<file path="config.mk">
export PLATFORM = sky130hd
export DESIGN_NAME = adc_sample_logger
export DESIGN_NICKNAME = d
export VERILOG_FILES = /design/src/rtl/adc_sample_logger.sv
export SDC_FILE = /design/constraint.sdc
export NUM_CORES = 1
export LEC_CHECK = 0
export BUFFER_PORTS_ARGS = -buffer_cell sky130_fd_sc_hd__buf_4
export CAP_MARGIN = 20
export CELL_PAD_IN_SITES_DETAIL_PLACEMENT = 1
export CELL_PAD_IN_SITES_GLOBAL_PLACEMENT = 1
export CORE_ASPECT_RATIO = 1.4
export CORE_MARGIN = 2
export CORE_UTILIZATION = 25
export DETAILED_ROUTE_END_ITERATION = 6
export GPL_ROUTABILITY_DRIVEN = 0
export GPL_TIMING_DRIVEN = 1
export PLACE_DENSITY = 0.52
export SLEW_MARGIN = 20
export SYNTH_ARGS = -nofsm -noshare
export SYNTH_HDL_FRONTEND = slang
export SYNTH_SLANG_ARGS = --single-unit
</file>
<file path="constraint.sdc">
create_clock -name clock_in -period 3.45 [get_ports clock_in]
set_input_delay 0.1725 -clock clock_in [delete_from_list [all_inputs] [get_ports clock_in]]
set_output_delay 0.1725 -clock clock_in [all_outputs]
set_load 0.01 [all_outputs]
</file>
<file path="src/rtl/adc_sample_logger.sv">
// ADC sample logger: paced conversions over a channel rotation, offset-corrected into a circular
// buffer, filled to FILL_LEVEL then drained one entry per step. Optional PEAK_TRACK_EN macro.
module adc_sample_logger #(
    parameter int unsigned DATA_W     = 12,
    parameter int unsigned DEPTH      = 32,
    parameter int unsigned FILL_LEVEL = 30,
    parameter int unsigned SAMPLE_DIV = 50000000,
    parameter int unsigned OFFSET     = 3431,
    parameter int unsigned NUM_CH     = 1,
    parameter int unsigned CH_BASE    = 17
) (
    input  logic                       clock_in,
    input  logic                       reset_n,
    output logic                       cmd_valid,
    output logic [4:0]                 cmd_channel,
    input  logic                       cmd_ready,
    input  logic                       rsp_valid,
    input  logic [4:0]                 rsp_channel,
    input  logic [DATA_W-1:0]          rsp_data,
    input  logic                       step,
    output logic [DATA_W-1:0]          out_data,
    output logic [4:0]                 out_channel,
    output logic                       out_valid,
    output logic [$clog2(DEPTH):0]     fill_count,
    output logic                       mode,
    output logic                       overflow
`ifdef PEAK_TRACK_EN
    ,
    output logic [DATA_W-1:0]          peak_min,
    output logic [DATA_W-1:0]          peak_max
`endif
);

    localparam int unsigned PtrW = $clog2(DEPTH);
    localparam int unsigned CntW = PtrW + 1;
    localparam int unsigned ChW  = (NUM_CH > 1) ? $clog2(NUM_CH) : 1;

    typedef enum logic [1:0] {StIdle, StReq, StRsp, StDrain} state_e;

    state_e              state_q, state_d;
    logic [31:0]         div_q, div_d;
    logic [ChW-1:0]      ch_idx_q, ch_idx_d;
    logic [PtrW-1:0]     wr_ptr_q, rd_ptr_q;
    logic [CntW-1:0]     fill_q, fill_d;
    logic                step_q;
    logic [DATA_W-1:0]   out_data_q;
    logic [4:0]          out_ch_q;
    logic                out_valid_q;
    logic                overflow_q, overflow_d;

    logic [DATA_W-1:0]   mem_data [DEPTH];
    logic [4:0]          mem_ch   [DEPTH];

    logic                tick;
    logic [4:0]          req_ch;
    logic                rsp_match;
    logic                wr_en;
    logic                pop;
    logic                drain_exit;
    logic [31:0]         raw_ext;
    logic [DATA_W-1:0]   wr_value;

    assign tick      = (div_q == 32'(SAMPLE_DIV - 1));
    assign req_ch    = 5'(CH_BASE) + 5'(ch_idx_q);
    assign rsp_match = rsp_valid && (rsp_channel == req_ch);
    assign wr_en     = (state_q == StRsp) && rsp_match;
    // step_q lags step by one cycle, so this is high only in the first cycle of a high level
    assign pop       = (state_q == StDrain) && step && !step_q;
    assign drain_exit = (state_q == StDrain) && (state_d == StIdle);

    // Saturate rather than wrap when the raw value is below the offset
    assign raw_ext  = 32'(rsp_data);
    assign wr_value = (raw_ext < OFFSET) ? '0 : DATA_W'(raw_ext - OFFSET);

    always_comb begin
        state_d    = state_q;
        div_d      = div_q;
        ch_idx_d   = ch_idx_q;
        overflow_d = overflow_q;
        cmd_valid  = 1'b0;
        fill_d     = fill_q;

        if (state_q != StDrain) begin
            div_d = tick ? 32'd0 : div_q + 32'd1;
        end

        case (state_q)
            StIdle: begin
                if (tick) state_d = StReq;
            end
            StReq: begin
                cmd_valid = 1'b1;
                if (tick) overflow_d = 1'b1;
                if (cmd_ready) state_d = StRsp;
            end
            StRsp: begin
                if (tick) overflow_d = 1'b1;
                if (rsp_match) begin
                    ch_idx_d = (ch_idx_q == ChW'(NUM_CH - 1)) ? '0 : ch_idx_q + 1'b1;
                    state_d  = (fill_q + 1'b1 == CntW'(FILL_LEVEL)) ? StDrain : StIdle;
                end
            end
            StDrain: begin
                if (pop && fill_q == CntW'(1)) begin
                    state_d = StIdle;
                    div_d   = 32'd0;
                end
            end
            default: state_d = StIdle;
        endcase

        if (wr_en) fill_d = fill_q + 1'b1;
        else if (pop) fill_d = fill_q - 1'b1;
    end

    always_ff @(posedge clock_in or negedge reset_n) begin
        if (!reset_n) begin
            state_q     <= StIdle;
            div_q       <= '0;
            ch_idx_q    <= '0;
            wr_ptr_q    <= '0;
            rd_ptr_q    <= '0;
            fill_q      <= '0;
            step_q      <= 1'b0;
            out_data_q  <= '0;
            out_ch_q    <= '0;
            out_valid_q <= 1'b0;
            overflow_q  <= 1'b0;
        end else begin
            state_q    <= state_d;
            div_q      <= div_d;
            ch_idx_q   <= ch_idx_d;
            fill_q     <= fill_d;
            step_q     <= step;
            overflow_q <= overflow_d;
            if (wr_en) wr_ptr_q <= wr_ptr_q + 1'b1;
            if (pop) begin
                rd_ptr_q    <= rd_ptr_q + 1'b1;
                out_data_q  <= mem_data[rd_ptr_q];
                out_ch_q    <= mem_ch[rd_ptr_q];
                out_valid_q <= 1'b1;
            end
        end
    end

    always_ff @(posedge clock_in) begin
        if (wr_en) begin
            mem_data[wr_ptr_q] <= wr_value;
            mem_ch[wr_ptr_q]   <= rsp_channel;
        end
    end

`ifdef PEAK_TRACK_EN
    logic [DATA_W-1:0] peak_min_q, peak_max_q;

    always_ff @(posedge clock_in or negedge reset_n) begin
        if (!reset_n) begin
            peak_min_q <= '1;
            peak_max_q <= '0;
        end else if (drain_exit) begin
            peak_min_q <= '1;
            peak_max_q <= '0;
        end else if (wr_en) begin
            if (wr_value < peak_min_q) peak_min_q <= wr_value;
            if (wr_value > peak_max_q) peak_max_q <= wr_value;
        end
    end

    assign peak_min = peak_min_q;
    assign peak_max = peak_max_q;
`else
    logic unused_drain_exit;
    assign unused_drain_exit = drain_exit;
`endif

    assign cmd_channel = cmd_valid ? req_ch : 5'd0;
    assign out_data    = out_data_q;
    assign out_channel = out_ch_q;
    assign out_valid   = out_valid_q;
    assign fill_count  = fill_q;
    assign mode        = (state_q == StDrain);
    assign overflow    = overflow_q;

endmodule

</file>
---- Word-level counts from Yosys, hierarchy flattened ----
Memories as Yosys holds them, arrays and structs flattened. A register that Yosys moved wholly into a read port is not among the register bits.
Index checks and enable logic that the tools add are counted.
cells by class
  add/subtract/negate cells ............... 8
  magnitude comparators ................... 1
  eq/ne operators ......................... 12
  multiplexer cells ....................... 18
  reductions and logical operators ........ 14
operator list
  kind                                                                     number
  32-bit two-way mux                                                       4
  32-bit by 1-bit adder with 32-bit output, second input constant          1
  32-bit by 26-bit equality test with 1-bit output, second input constant  1
  12-bit less-than comparator, second input constant                       1
  12-bit two-way mux                                                       1
  6-bit two-way mux                                                        2
  12-bit subtractor, second input constant                                 1
  5-bit by 1-bit adder with 5-bit output, second input constant            2
  2-bit two-way mux                                                        5
  2-bit != test, second input constant                                     4
  2-bit one-hot mux with 4 select lines                                    1
  6-bit by 1-bit adder with 6-bit output, second input constant            1
  6-bit by 1-bit equality test with 1-bit output, second input constant    1
  6-bit by 5-bit equality test with 1-bit output, second input constant    1
  6-bit by 1-bit subtractor with 6-bit output, second input constant       1
  5-bit by 1-bit adder with 5-bit output, first input constant             1
  5-bit equality test                                                      1
  1-bit logical AND                                                        5
  5-bit two-way mux                                                        1
  2-bit equality test, second input constant                               2
  1-bit two-way mux                                                        4
  2-bit AND reduction                                                      2
  4-bit AND reduction                                                      1
  1-bit logical NOT                                                        3
  6 further kinds                                                          6
word-level totals
  register bits ........................... 54
  memory bits (writable) .................. 544
  input bits .............................. 22
  output and inout port bits .............. 32
  word-level logic and storage cells ...... 64
  memories kept ........................... 2
memories
  name      depth  width  read ports  clocked after memory_dff  write ports  RTL line  source
  mem_data  32     12     1           1                         1            51        logic [DATA_W-1:0] mem_data [DEPTH];
  mem_ch    32     5      1           1                         1            52        logic [4:0] mem_ch [DEPTH];

---- Logic depth before layout (Yosys ltp) ----
  depth in word-level cells ............... 6
  depth in mapped cells ................... 8
  gate-level depth less buffers ........... 7

---- Worst setup path after synthesis ----
No wires, ideal clock.
  path kind ............................... in2reg
  start ................................... input port rsp_data[0]
  end ..................................... memory mem_data[0][8], data pin
  library setup time ...................... 0.445 ns
  arrival ................................. 2.362 ns
  data required time ...................... 3.005 ns
  setup slack ............................. 0.643 ns
  cell stages on the path ................. 7
  buffers on the path ..................... 1
  cells stage by stage .................... ha_1 > a211o_1 > a31oi_1 > nor2b_1 > o211ai_1 > clkbuf_1 > nor3_1
on the way
  cells in the longest elaborated chain, start to end .. 2
  elaborated cells on any way between the ends .. 3
  those cells by class .................... add/sub (1); order compare (1); mux (1)
ends and longest elaborated chain
  what                                                                     RTL line  source
  start: declaration                                                       19        input logic [DATA_W-1:0] rsp_data,
  12-bit subtractor / 12-bit less-than comparator (equally long branches)  73        assign wr_value = (raw_ext < OFFSET) ? '0 : DATA_W'(raw_ext - OFFSET);
  12-bit two-way mux *                                                     73
  named net wr_value[8]                                                    61        logic [DATA_W-1:0] wr_value;
  end: declaration                                                         51
Mark *: on every way through the listed nets, which the timed path passes. The rest lies on a longest branch.

==> impl_metrics.py <==
metrics = {
    "grt": {
        "antenna_found_initial": 3,
        "grt_pass1_wl_mm": 100,
        "grt_overflow": 0,
        "grt_max_degree": 60,
        "grt_pass1_vias": 14600,
        "track_usage_pct": 13.4,
    },
    "min_path": {
        "hold_path_depth": 1,
        "hp-class": "input port to flip-flop",
        "min_from": "rsp_channel[3]",
        "hold_end": "mem_ch[11][3]$_DFFE_PP_",
    },
    "worst_setup_path": {
        "crit_fanout": 39,
        "cp-start-kind": "flip-flop",
        "crit_top_cell": "buf_4",
        "cp_top_family": "buffers and inverters",
        "crit_buf_inv": 4,
        "path_class": "flip-flop to flip-flop",
        "worstPathRequired_ns": 3.99,
        "endpoint_kind": "flip-flop",
        "ff2ff_path_depth": 8,
        "r2r_end": "out_data[6]$_DFFE_PN0P_",
        "path_cells": "buf_12, buf_4, buf_4, mux4_2, o22ai_1, buf_4, nor4_1, a22o_1",
        "cp.arrival_ns": 3.29,
        "reg2reg_slack_ns": 0.70,
        "r2r-start": "rd_ptr_q[1]$_DFFE_PN0P_",
        "critPathSlowestCell": "dfrtp_4",
        "cpPeakStageDelay_ns": 0.64,
    },
    "finish": {
        "multiInputGateArea_um2": 6460,
        "final.fill_count": 10200,
        "seq_area_um2": 18100,
        "final_nets": 1620,
        "stdcell_count": 2947,
        "area_growth_pct": 20.3,
        "drive_above_1_share_pct": 26.7,
        "final_area_um2": 29700,
    },
    "placement": {
        "placedCellCount": 2818,
        "io_buffers": 50,
        "place_area_um2": 27400,
        "dp.final_hpwl_mm": 43.5,
    },
    "drt": {
        "firstDrtPassIters": 5,
        "vias": 13400,
        "wl_mm": 67.9,
        "final_antenna_net_count": 0,
        "drc": 0,
        "routed_via_density": 4.54,
        "drt-initial-drc-count": 874,
        "avgRoutedWirePerCell_um": 23.1,
    },
    "clocking": {
        "max-clock-path-buffers": 3,
        "cts_buffers": 69,
        "cts-root-buf": "clkbuf_16",
        "cts_num_sinks": 614,
        "clkTransAtPathRegs_ns": 0.06,
        "post_cts_buffers": 0,
        "clk_latency_ns": 0.61,
        "h-tree-depth": 3,
        "cts_tree": "built",
    },
    "sta": {
        "post-route-min-period_ns": 2.75,
        "finalCritPeriodShare_pct": 79.7,
        "setup_viol": 0,
        "finalHoldViolations": 0,
        "finalHoldWorstSlack_ns": 0.0402,
        "clock_skew_ns": 0.0201,
        "slew_headroom_pct": 35.3,
        "rsz0062_at_grt": "no",
        "tns_ns": 0,
        "drv_slew": 0,
        "fmax_mhz": 364,
        "tightestPinTransition_ns": 0.963,
    },
    "job": {
        "maxCapViolations": 0,
    },
    "logic_synthesis": {
        "synthTopCellsByArea": "edfxtp_1, mux4_2, dfrtp_1, mux2i_1, mux2_2",
        "syn_inst": 1400,
        "yosysTopAreaCell": "edfxtp_1",
        "synthDistinctLibCells": 67,
        "async_flop_share_pct": 11.4,
        "synth_edf_count": 544,
        "synthDominantCellAreaShare_pct": 66.1,
        "avgSynthCellArea_um2": 17.7,
        "yosysSeqAreaShare_pct": 73.2,
        "syn_area_um2": 24700,
        "ys_seq_elements": 614,
        "synth_flop_cell": "edfxtp_1",
        "yosysWarningCount": 0,
    },
    "die": {
        "die_h_um": 376,
        "start_util_pct": 25.2,
        "io_pins": 54,
        "die_w_um": 270,
        "dieArea_um2": 101000,
        "rows": 136,
        "fp.coreArea_um2": 98200,
    },
    "power_and_ir_drop": {
        "power-per-cell-area_nw_per_um2": 690,
        "finalPower_mw": 20.5,
        "power.leakage_nw": 9.72,
        "ir_worst_vdd_mv": 0.350,
    },
    "status": {
        "status": "completed",
    },
}
[metal layers]
| layer | GRT usage [%] | wire, µm |
|---|---|---|
| met5 | 0 | 0 |
| met4 | 4.42 | 1790 |
| met3 | 1.94 | 2570 |
| met2 | 23.6 | 34800 |
| met1 | 16.9 | 28800 |
[repair_timing]
item / 4_1_cts / 5_1_grt
endpoints found under the hold margin: 61 / 0
resized for setup: 0 / 0
hold buffers: 5 / 0
[layout make-up]
| type | instances | share of cell area, % |
|---|---|---|
| Multi-Input combinational cell | 731 | 21.7 |
| Clock inverter | 38 | 1.41 |
| Antenna cell | 1 | 0.00842 |
| Tap cell | 1311 | 5.52 |
| Timing Repair Buffer | 151 | 4.11 |
| Clock buffer | 85 | 6.14 |
| Sequential cell | 614 | 60.9 |
| Inverter | 16 | 0.202 |
[registers in the layout, indices dropped and copies added, names as in the netlist]
| signal | cells |
|---|---|
| div_q | 32 |
| fill_count | 6 |
| mem_ch | 160 |
| mem_data | 384 |
| out_channel | 5 |
| out_data | 12 |
| out_valid | 1 |
| overflow | 1 |
| rd_ptr_q | 5 |
| state_q | 2 |
| step_q | 1 |
| wr_ptr_q | 5 |
[how the worst max path moves through the flow]
stage / endpoint / depth (start not counted) / startpoint / slack (ns)
6_report: out_data[6]$_DFFE_PN0P_ / 8 / rd_ptr_q[1]$_DFFE_PN0P_ / 0.70
5_1_grt: mem_data[23][2]$_DFFE_PP_ / 6 / state_q[0]$_DFFE_PN0P_ / 0.51
4_1_cts: mem_data[27][4]$_DFFE_PP_ / 6 / state_q[0]$_DFFE_PN0P_ / 0.68
3_5_place_dp: mem_ch[27][2]$_DFFE_PP_ / 6 / state_q[0]$_DFFE_PN0P_ / 0.71
3_3_place_gp: out_data[5]$_DFFE_PN0P_ / 7 / rd_ptr_q[1]$_DFFE_PN0P_ / 0.73
2_1_floorplan: mem_data[0][8]$_DFFE_PP_ / 7 / rsp_data[0] / 0.64
[power by group]
group | switching, mW | leakage, nW | internal (mW) | total, mW
combinational | 2.25 | 2.76 | 2.05 | 4.29
sequential | 0.544 | 5.87 | 8.35 | 8.90
clock | 3.07 | 1.09 | 4.27 | 7.33
total | 5.86 | 9.72 | 14.7 | 20.5
[worst register-to-register path, cell delays in order (launching register included)]
cell     delay (ns)
dfrtp_4        0.64
buf_12         0.29
buf_4          0.32
buf_4          0.20
mux4_2         0.21
o22ai_1        0.08
buf_4          0.18
nor4_1         0.52
a22o_1         0.23
[cell usage in the layout (no fill, tap or decap), types with 33 or more instances in the layout]
cell type  instances
nor2_2            33
nand2_1           54
o22ai_1           52
mux4_2            85
buf_4            140
clkbuf_16         69
dfrtp_1           68
mux2i_1           70
mux2_2            51
nor2_1            52
conb_1            35
edfxtp_1         544
[through the flow]
step / setup slack, ns / utilization, %
2_1_floorplan: 0.643 / -
3_3_place_gp: 0.729 / 27.9
3_5_place_dp: 0.712 / 27.9
4_1_cts: 0.678 / 30.3
5_1_grt: 0.512 / 30.3
6_report: 0.699 / 30.3
[cell families after synthesis]
family | Yosys count | share of synthesized area, %
AO/OA/AOI/OAI | 170 | 4.75
flip-flops | 614 | 73.2
XOR/XNOR | 24 | 0.850
AND/OR/NAND/NOR | 280 | 5.85
multiplexers | 207 | 12.9
adder cells (fa/ha/maj) | 15 | 0.759
buffers and inverters | 89 | 1.67
other | 1 | 0.0152
[cell usage after synthesis (3+ instances only)]
cell,count
nand3b_1,6
a21o_1,6
buf_2,26
dfrtp_1,70
o211ai_1,22
mux2i_1,70
a21oi_1,11
or3_1,7
inv_1,16
mux4_2,85
nand2b_1,4
xnor2_1,15
nor4_1,24
nand2_1,54
or2_2,3
nand4_1,16
a211oi_1,17
nor2b_1,4
clkbuf_1,32
nand3_1,32
or4_1,4
or3b_2,3
and2_1,3
nor2_1,85
buf_6,3
a22o_1,19
mux2_2,51
xor2_1,9
buf_4,6
a31oi_1,3
o22ai_1,52
o21ai_0,17
o21ai_1,6
edfxtp_1,544
ha_1,15
nor3_1,15
buf_1,6
(Power assumes the default switching activity.)
